File: config.mk
export PLATFORM = sky130hd
export DESIGN_NAME = music_scheduler
export DESIGN_NICKNAME = d
export VERILOG_FILES = /design/src/rtl/music_scheduler.sv
export SDC_FILE = /design/constraint.sdc
export NUM_CORES = 1
export LEC_CHECK = 0
export ABC_CLOCK_PERIOD_IN_PS = 4300
export BUFFER_PORTS_ARGS = -buffer_cell sky130_fd_sc_hd__buf_2
export CELL_PAD_IN_SITES_DETAIL_PLACEMENT = 1
export CELL_PAD_IN_SITES_GLOBAL_PLACEMENT = 1
export CORE_MARGIN = 1
export CORE_UTILIZATION = 47
export DETAILED_ROUTE_END_ITERATION = 6
export GPL_TIMING_DRIVEN = 0
export HOLD_SLACK_MARGIN = 0.03
export PLACE_DENSITY_LB_ADDON = 0.1
export SETUP_SLACK_MARGIN = 0.2
export SLEW_MARGIN = 25
export SYNTH_ARGS = -nofsm -noshare
export SYNTH_HDL_FRONTEND = slang
export SYNTH_SLANG_ARGS = --single-unit
File: constraint.sdc
create_clock -name clk -period 4.3 [get_ports clk]
set_input_delay 0.215 -clock clk [delete_from_list [all_inputs] [get_ports clk]]
set_output_delay 0.215 -clock clk [all_outputs]
set_load 0.03 [all_outputs]
File: src/rtl/music_scheduler.sv
// Audio playback sequencer: shares one note-lookup path between a looping BGM
// stream and NUM_SFX one-shot sound effects, with beat divider and pause.
module music_scheduler #(
    parameter int BGM_LEN  = 128,
    parameter int SFX_LEN  = 32,
    parameter int NUM_SFX  = 4,
    parameter int TICK_DIV = 12500000
) (
    input  logic               clk,
    input  logic               reset,
    input  logic               play_en,
    input  logic               pause,
    input  logic [1:0]         bgm_sel,
    input  logic [NUM_SFX-1:0] sfx_req,
    output logic               beat_tick,
    output logic [11:0]        ibeat,
    output logic [2:0]         track_id,
    output logic               mute,
    output logic               sfx_busy,
    output logic               sfx_done
);
    typedef enum logic [1:0] {IDLE = 2'd0, BGM = 2'd1, SFX = 2'd2} state_t;

    localparam logic [31:0] DIV_LAST = 32'(TICK_DIV - 1);
    localparam logic [11:0] BGM_LAST = 12'(BGM_LEN - 1);
    localparam logic [11:0] SFX_LAST = 12'(SFX_LEN - 1);

    state_t             state_r, state_s;
    logic [31:0]        div_r, div_s;
    logic [11:0]        ibeat_r, ibeat_s, saved_r, saved_s;
    logic [2:0]         track_r, track_s;
    logic [1:0]         sel_r, sel_s;
    logic [NUM_SFX-1:0] pend_r, req_q_r, clr_s;
    logic               tick_r, done_r;
    logic               run_s, wrap_s, last_s, have_s, start_s;
    logic [1:0]         pick_s;

    function automatic logic [1:0] lowest(input logic [NUM_SFX-1:0] v);
        logic [1:0] idx;
        idx = 2'd0;
        for (int i = NUM_SFX - 1; i >= 0; i--) begin
            idx = v[i] ? 2'(i) : idx;
        end
        return idx;
    endfunction

    // Next-state, divider and beat-index computation; pause holds everything.
    always_comb begin
        run_s   = (state_r != IDLE) && !pause;
        wrap_s  = run_s && (div_r == DIV_LAST);
        last_s  = wrap_s && (ibeat_r == SFX_LAST);
        have_s  = |pend_r;
        pick_s  = lowest(pend_r);
        start_s = 1'b0;
        state_s = state_r;
        div_s   = div_r;
        ibeat_s = ibeat_r;
        saved_s = saved_r;
        track_s = track_r;
        sel_s   = sel_r;
        if (pause) begin
            state_s = state_r;
        end else begin
            case (state_r)
                IDLE: begin
                    div_s = 32'd0;
                    if (have_s) begin
                        start_s = 1'b1;
                    end else if (play_en) begin
                        state_s = BGM;
                        ibeat_s = 12'd0;
                        sel_s   = bgm_sel;
                        track_s = {1'b0, bgm_sel};
                    end else begin
                        state_s = IDLE;
                    end
                end
                BGM: begin
                    if (have_s) begin
                        start_s = 1'b1;
                        saved_s = ibeat_r;
                    end else if (!play_en) begin
                        state_s = IDLE;
                        div_s   = 32'd0;
                        ibeat_s = 12'd0;
                    end else if (bgm_sel != sel_r) begin
                        div_s   = 32'd0;
                        ibeat_s = 12'd0;
                        sel_s   = bgm_sel;
                        track_s = {1'b0, bgm_sel};
                    end else if (wrap_s) begin
                        div_s   = 32'd0;
                        ibeat_s = (ibeat_r == BGM_LAST) ? 12'd0 : ibeat_r + 12'd1;
                    end else begin
                        div_s = div_r + 32'd1;
                    end
                end
                SFX: begin
                    // Song select is sampled only here, so changes during an effect wait for it.
                    if (last_s) begin
                        if (have_s) begin
                            start_s = 1'b1;
                        end else if (play_en) begin
                            state_s = BGM;
                            div_s   = 32'd0;
                            ibeat_s = saved_r;
                            sel_s   = bgm_sel;
                            track_s = {1'b0, bgm_sel};
                        end else begin
                            state_s = IDLE;
                            div_s   = 32'd0;
                            ibeat_s = 12'd0;
                        end
                    end else if (wrap_s) begin
                        div_s   = 32'd0;
                        ibeat_s = ibeat_r + 12'd1;
                    end else begin
                        div_s = div_r + 32'd1;
                    end
                end
                default: begin
                    state_s = IDLE;
                    div_s   = 32'd0;
                    ibeat_s = 12'd0;
                end
            endcase
        end
        if (start_s) begin
            state_s = SFX;
            div_s   = 32'd0;
            ibeat_s = 12'd0;
            track_s = 3'd4 + {1'b0, pick_s};
        end else begin
            track_s = track_s;
        end
        for (int i = 0; i < NUM_SFX; i++) begin
            clr_s[i] = start_s && (pick_s == 2'(i));
        end
    end

    // State registers; tick/done are precomputed so they align with the wrap cycle.
    always_ff @(posedge clk or negedge reset) begin
        if (!reset) begin
            state_r <= IDLE;
            div_r   <= 32'd0;
            ibeat_r <= 12'd0;
            saved_r <= 12'd0;
            track_r <= 3'd0;
            sel_r   <= 2'd0;
            pend_r  <= '0;
            req_q_r <= '0;
            tick_r  <= 1'b0;
            done_r  <= 1'b0;
        end else begin
            state_r <= state_s;
            div_r   <= div_s;
            ibeat_r <= ibeat_s;
            saved_r <= saved_s;
            track_r <= track_s;
            sel_r   <= sel_s;
            pend_r  <= (pend_r & ~clr_s) | (sfx_req & ~req_q_r);
            req_q_r <= sfx_req;
            tick_r  <= (state_s != IDLE) && (div_s == DIV_LAST);
            done_r  <= (state_s == SFX) && (div_s == DIV_LAST) && (ibeat_s == SFX_LAST);
        end
    end

    // A held tick/done flag during pause must not leak out until the beat really completes.
    assign beat_tick = tick_r && !pause;
    assign sfx_done  = done_r && !pause;
    assign sfx_busy  = (state_r == SFX);
    assign ibeat     = ibeat_r;
    assign track_id  = track_r;
    assign mute      = (state_r == IDLE) || pause;

endmodule

# Yosys cells after proc, flatten, opt, wreduce, memory -nomap -nowiden

Index checks and enable logic that the tools add are counted.

Add/sub/neg operators: 3
Equality and inequality tests: 21
Muxes and demuxes: 55
Bitwise operators: 6
Reductions and logical operators: 25

Operator list:

| operator                                                                 | count |
|---|---|
| 32-bit 2-to-1 mux                                                        | 8 |
| 12-bit 2-to-1 mux                                                        | 13 |
| 32-bit by 24-bit equality test with 1-bit output (second input constant) | 2 |
| 32-bit case mux with 2 select lines                                      | 1 |
| 12-bit case mux with 3 select lines                                      | 1 |
| 32-bit by 1-bit adder with 32-bit output (second input constant)         | 1 |
| 2-bit 2-to-1 mux                                                         | 16 |
| 12-bit by 5-bit equality test with 1-bit output (second input constant)  | 2 |
| 3-bit 2-to-1 mux                                                         | 8 |
| 12-bit by 1-bit adder with 12-bit output (second input constant)         | 1 |
| 12-bit by 7-bit equality test with 1-bit output (second input constant)  | 1 |
| 1-bit logical AND                                                        | 12 |
| 2-bit case mux with 3 select lines                                       | 2 |
| 6-bit AND reduction                                                      | 2 |
| 3-bit inequality test (second input constant)                            | 3 |
| 3-bit case mux with 3 select lines                                       | 1 |
| 4-bit bitwise AND                                                        | 2 |
| 2-bit equality test (second input constant)                              | 4 |
| 4-bit inverter                                                           | 2 |
| 2-bit inequality test (second input constant)                            | 3 |
| 2-bit by 1-bit equality test with 1-bit output (second input constant)   | 2 |
| 2-bit logical NOT                                                        | 2 |
| 1-bit 2-to-1 mux                                                         | 4 |
| 2-bit by 1-bit inequality test with 1-bit output (second input constant) | 2 |
| other kinds (14)                                                         | 15 |

Flip-flop bits (word level): 73
Input port bits: 10
Output and inout bits: 19
Word-level logic and storage cells: 120

# Logic depth before layout (Yosys ltp)

Depth after elaboration: 13
Depth in mapped cells: 14
Gate-level depth less buffers: 11

# Worst setup path before layout

OpenSTA, ideal clock, no wires.

Path kind: reg2reg
Start: register state_r[0]
End: register done_r
Library setup time: 95 ps
Arrival: 3774 ps
Required time: 4205 ps
Setup slack: 431 ps
Cell stages (with the launch flop): 14
Buffers on the path: 2
Period minus slack after synthesis: 3869 ps
Path through: dfrtp_1 > inv_1 > ha_1 > clkbuf_1 > or3b_2 > or4_4 > or4_1 > buf_4 > o21ai_4 > and3_1 > o2111ai_1 > nor4_1 > nand4_1 > nor4b_2

Elaborated cells between the ends (all ways): 40
Those cells by class: eq/ne: 5; mux: 27; reduce/logical: 8

RTL lines:

| item                                                                                    | RTL line | source |
|---|---|---|
| start, declared                                                                         | 28       | `state_t state_r, state_s;` |
| start signal, assigned                                                                  | 155      | `state_r <= state_s;` |
| 2-bit equality test (*)                                                                 | -        |  |
| via sfx_busy                                                                            | 19       | `output logic sfx_busy,` |
| 32-bit case mux with 2 select lines, or another cell as far along                       | 64       | `case (state_r)` |
| 32-bit 2-to-1 mux, or another cell as far along                                         | 61       | `if (pause) begin` |
| 32-bit 2-to-1 mux or 2-bit 2-to-1 mux (tied branches)                                   | 128      | `if (start_s) begin` |
| 32-bit by 24-bit equality test with 1-bit output or 2-bit equality test (tied branches) | 164      | `done_r <= (state_s == SFX) && (div_s == DIV_LAST) && (ibeat_s == SFX_LAST);` |
| 1-bit logical AND                                                                       | 164      |  |
| 1-bit logical AND (*)                                                                   | 164      |  |
| end signal, assigned                                                                    | 164      |  |
| end, declared                                                                           | 34       | `logic tick_r, done_r;` |

Mark *: on every way through the listed nets, which the timed path passes. The rest lies on a longest branch.
A chain may end at the register's enable or synchronous reset.

# Worst setup path after layout

Start: register div_r[0]
End: register done_r

Cells in the longest elaborated chain, start to end: 12
Elaborated cells between the ends (all ways): 34
Those cells by class: add/sub: 1; eq/ne: 4; mux: 25; reduce/logical: 4

Ends and longest elaborated chain:

| item                                                                             | RTL line | source |
|---|---|---|
| start, declared                                                                  | 29       | `logic [31:0] div_r, div_s;` |
| start signal, assigned                                                           | 156      | `div_r <= div_s;` |
| branches (longest 8 deep; another with 32-bit by 1-bit adder with 32-bit output) | -        |  |
| 32-bit 2-to-1 mux (*)                                                            | 128      |  |
| via div_s[19]                                                                    | 29       |  |
| 32-bit by 24-bit equality test with 1-bit output (*)                             | 164      |  |
| 1-bit logical AND (*) (2 in a row)                                               | 164      |  |

Mark *: on every way through the listed nets, which the timed path passes.

==> results.md <==
- Syn nets: between 600 and 700
- Top post-synthesis cells by area: dfrtp_1, nand2_1, nor2_1
- Post-DRT Antenna Nets: 0
- GP Congestion: between 0.9 and 1
- Worst hold path type: in2reg
- Slew @ Worst Pin: just over 1 ns
- Largest area contributor in the netlist: dfrtp_1
- Post-route clock skew: around 0.017 ns
- Area Overhead vs Synth: 18.4%
- Final Cycle Share: 95.3%
- Initial antenna violation count: 1
- Final core occ: between 50% and 60%
- Post-synth top cells: dfrtp_1, nand2_1, nor2_1
- Synth async-reset ratio: between 90% and 100%
- Layout cells sized above 1: a little under a fifth
- Most frequent cell after synthesis: dfrtp_1
- N_diodes: 0
- CP arrival: around 4.4 ns
- Leakage: roughly 2.5 nW
- Post-synth top area share: 35.5%
- Drt first pass iters: 5
- Nets: between 700 and 800
- Outcome: finished, final reports clean
- Critical path startpoint category: flop
- FP Rows: 37
- Yosys reg bits: 73
- Tot GR Track Use: around two fifths
- Peak supply drop: 0.000402 V
- Fill count: 1279
- Synth Flop Type: dfrtp_1
- Area occupied by multi-input gates: about 3200 um^2
- Die height: approximately 110 um
- H-tree levels: 3
- Via density: about 7
- CP Class: reg2reg
- Storage cell area: roughly 1800 um^2
- Clock-pin slew on the worst setup and hold paths: ~0.09 ns
- Drt drc: 0
- Worst slack, placed: -0.598 ns
- Overflow after GRT: 0
- Die footprint: between 10000 and 15000 um^2
- Post-Syn Area: approximately 5200 um^2
- Cells after synthesis: around 630
- Synth warn: 0
- Final setup viols: 0
- Num CTS Buffers: 9
- Die X: between 100 and 150 um
- Avg Cell Area, Syn: 8.23 um^2
- Relative slew margins: between 30% and 40%
- Initial DRC count: about 600
- Initial Utilization: between 40% and 50%
- Worst-path fanout max: 8
- TritonCTS Sinks: 73
- Register area share after synthesis: a little over a third
- Worst Setup Slack, final: ~0.2 ns
- Max cap viols: 0
- First-pass GRT wire length: roughly 33000 um
- Slew Viols, Final: 0
- Design Power: roughly 2.4 mW
- CP required: roughly 4.6 ns
- Post-synth EDFFs: 0
- Per-cell routed wire length: approximately 26 um
- Placed wire-length estimate: 15200 um
- Final WL: 21300 um
- Min Tclk post-route: 4.10 ns
- Power Density: ~400 nW/um^2
- Final hold violations: 0
- Design area: between 6000 and 7000 um^2
- Root buf cell: clkbuf_8
- Crit path capture type: flop
- Area after DPL: ~5500 um^2
- Synth cell types: 74
- RSZ-0062 raised after global routing: no
- Longest Clk Path Bufs: 2
- Vias in the first global route: between 5k and 6k
- PortBufs: 27
- Via count: between 5k and 6k
- Core area: roughly 10000 um^2
- Largest net degree at the start of global routing: 39
- Clk Latency, worst-skew pair: around 0.38 ns
- Max Freq: between 0.2 and 0.25 GHz
- CTS tree: yes
- Io pins: 29
==> cells by family after synthesis <==
logic type      count (synthesis)  share of synthesized area (%)
simple gates                  287                           30.3
compound gates                159                           21.3
xor+xnor                       13                           2.21
fa+ha+maj                       6                           1.46
buf+inv                        69                           5.20
flops                          73                           35.5
mux                            19                           4.08
==> routing by layer <==
layer / wire length [um] / part of all wire, % / vias to the layer above / track usage (%)
met5: 15 / 0.071 / - / 0
met4: 706 / 3.3 / 2 / 14.6
met3: 1950 / 9.2 / 67 / 7.78
met2: 9570 / 45 / 334 / 59.2
met1: 9030 / 42 / 2897 / 53.0
li1: - / - / 2484 / -
==> repair_timing <==
item                                    CTS  global route
resized for setup                        27            19
hold endpoints to repair                 41             0
hold buffers                              5             0
endpoints found under the setup margin   28             2
buffers inserted                         11             8
gates cloned                              0             0
pin swaps                                11             9
==> per-stage QoR <==
step / std cells / hold slack [ns] / setup TNS [ns]
final: 830 / 0.133 / 0
after global routing: 830 / 0.139 / 0
after CTS: 822 / 0.136 / 0
after detailed placement: 790 / 0.224 / -1.05
after global placement: 789 / 0.337 / -1.06
after floorplan: 626 / -0.0806 / 0
==> critical path, cell delays in order, from the launching register on <==
cell       delay, ns
dfrtp_1         0.44
ha_1            0.31
and4_1          0.22
clkbuf_2        0.23
nand4_1         0.38
o41ai_2         0.78
and2_1          0.24
a311oi_1        0.11
a2bb2oi_1       0.26
nor4bb_4        0.35
nand4_1         0.29
nor4b_4         0.36
==> final cells by class <==
class,count,share of cell area [%]
well taps,136,2.79
plain buffers,45,3.32
multi-input cells,484,53.1
inverters,24,1.48
repair buffers,52,5.81
clock buffers,10,2.09
clock inverters,6,1.48
flip-flops and latches,73,30.0
==> cell usage in the layout, fill, tap and decap left out, types with 5 or more instances in the layout <==
cell type      netlist  routed
dfrtp_1             73      73
nand2_1             56      55
nor2_1              52      50
clkbuf_1            41      34
a21oi_1             35      34
o21ai_0             33      33
nand3_1             32      32
buf_2                1      28
inv_1               24      23
nand4_1             22      22
buf_4                2      20
nor3_1              19      19
nor4_1              23      18
mux2_2              16      16
and3_1              15      15
a31oi_1             13      13
clkbuf_8             0      10
and4_1               9       9
xnor2_1              8       8
or3_1                8       8
and2_1               7       7
a211oi_1             7       7
nand4b_1             6       6
a22oi_1              7       6
nand3b_1             6       6
a221oi_1             8       6
clkbuf_2             0       5
nand2b_1             5       5
xor2_1               5       5
ha_1                 6       5
dlygate4sd3_1        0       5
==> worst paths after layout <==
| check | slack [ns] | cells past startpoint | end | startpoint |
|---|---|---|---|---|
| max reg2reg | 0.20 | 11 | done_r | div_r[0] |
| min reg2reg | 0.45 | 1 | pend_r[1] | req_q_r[1] |
| max | 0.20 | 11 | done_r | div_r[0] |
| max in group asynchronous | 3.34 | 3 | saved_r[7] | reset |
| min in group asynchronous | 0.38 | 2 | div_r[25] | reset |
| min | 0.13 | 2 | sel_r[1] | bgm_sel[1] |
==> registers in the layout (all words and copies together), names as in the netlist <==
signal and cells:
track_id 3, div_r 32, ibeat 12, sel_r 2, tick_r 1, saved_r 12
pend_r 4, state_r 2, done_r 1, req_q_r 4
==> where the power goes <==
part	leakage [nW]	switching, mW	internal [mW]
Clock	0.107	0.303	0.329
Sequential	0.982	0.0371	0.723
Combinational	1.40	0.746	0.304
Total	2.48	1.09	1.36
(Power assumes the default switching activity.)
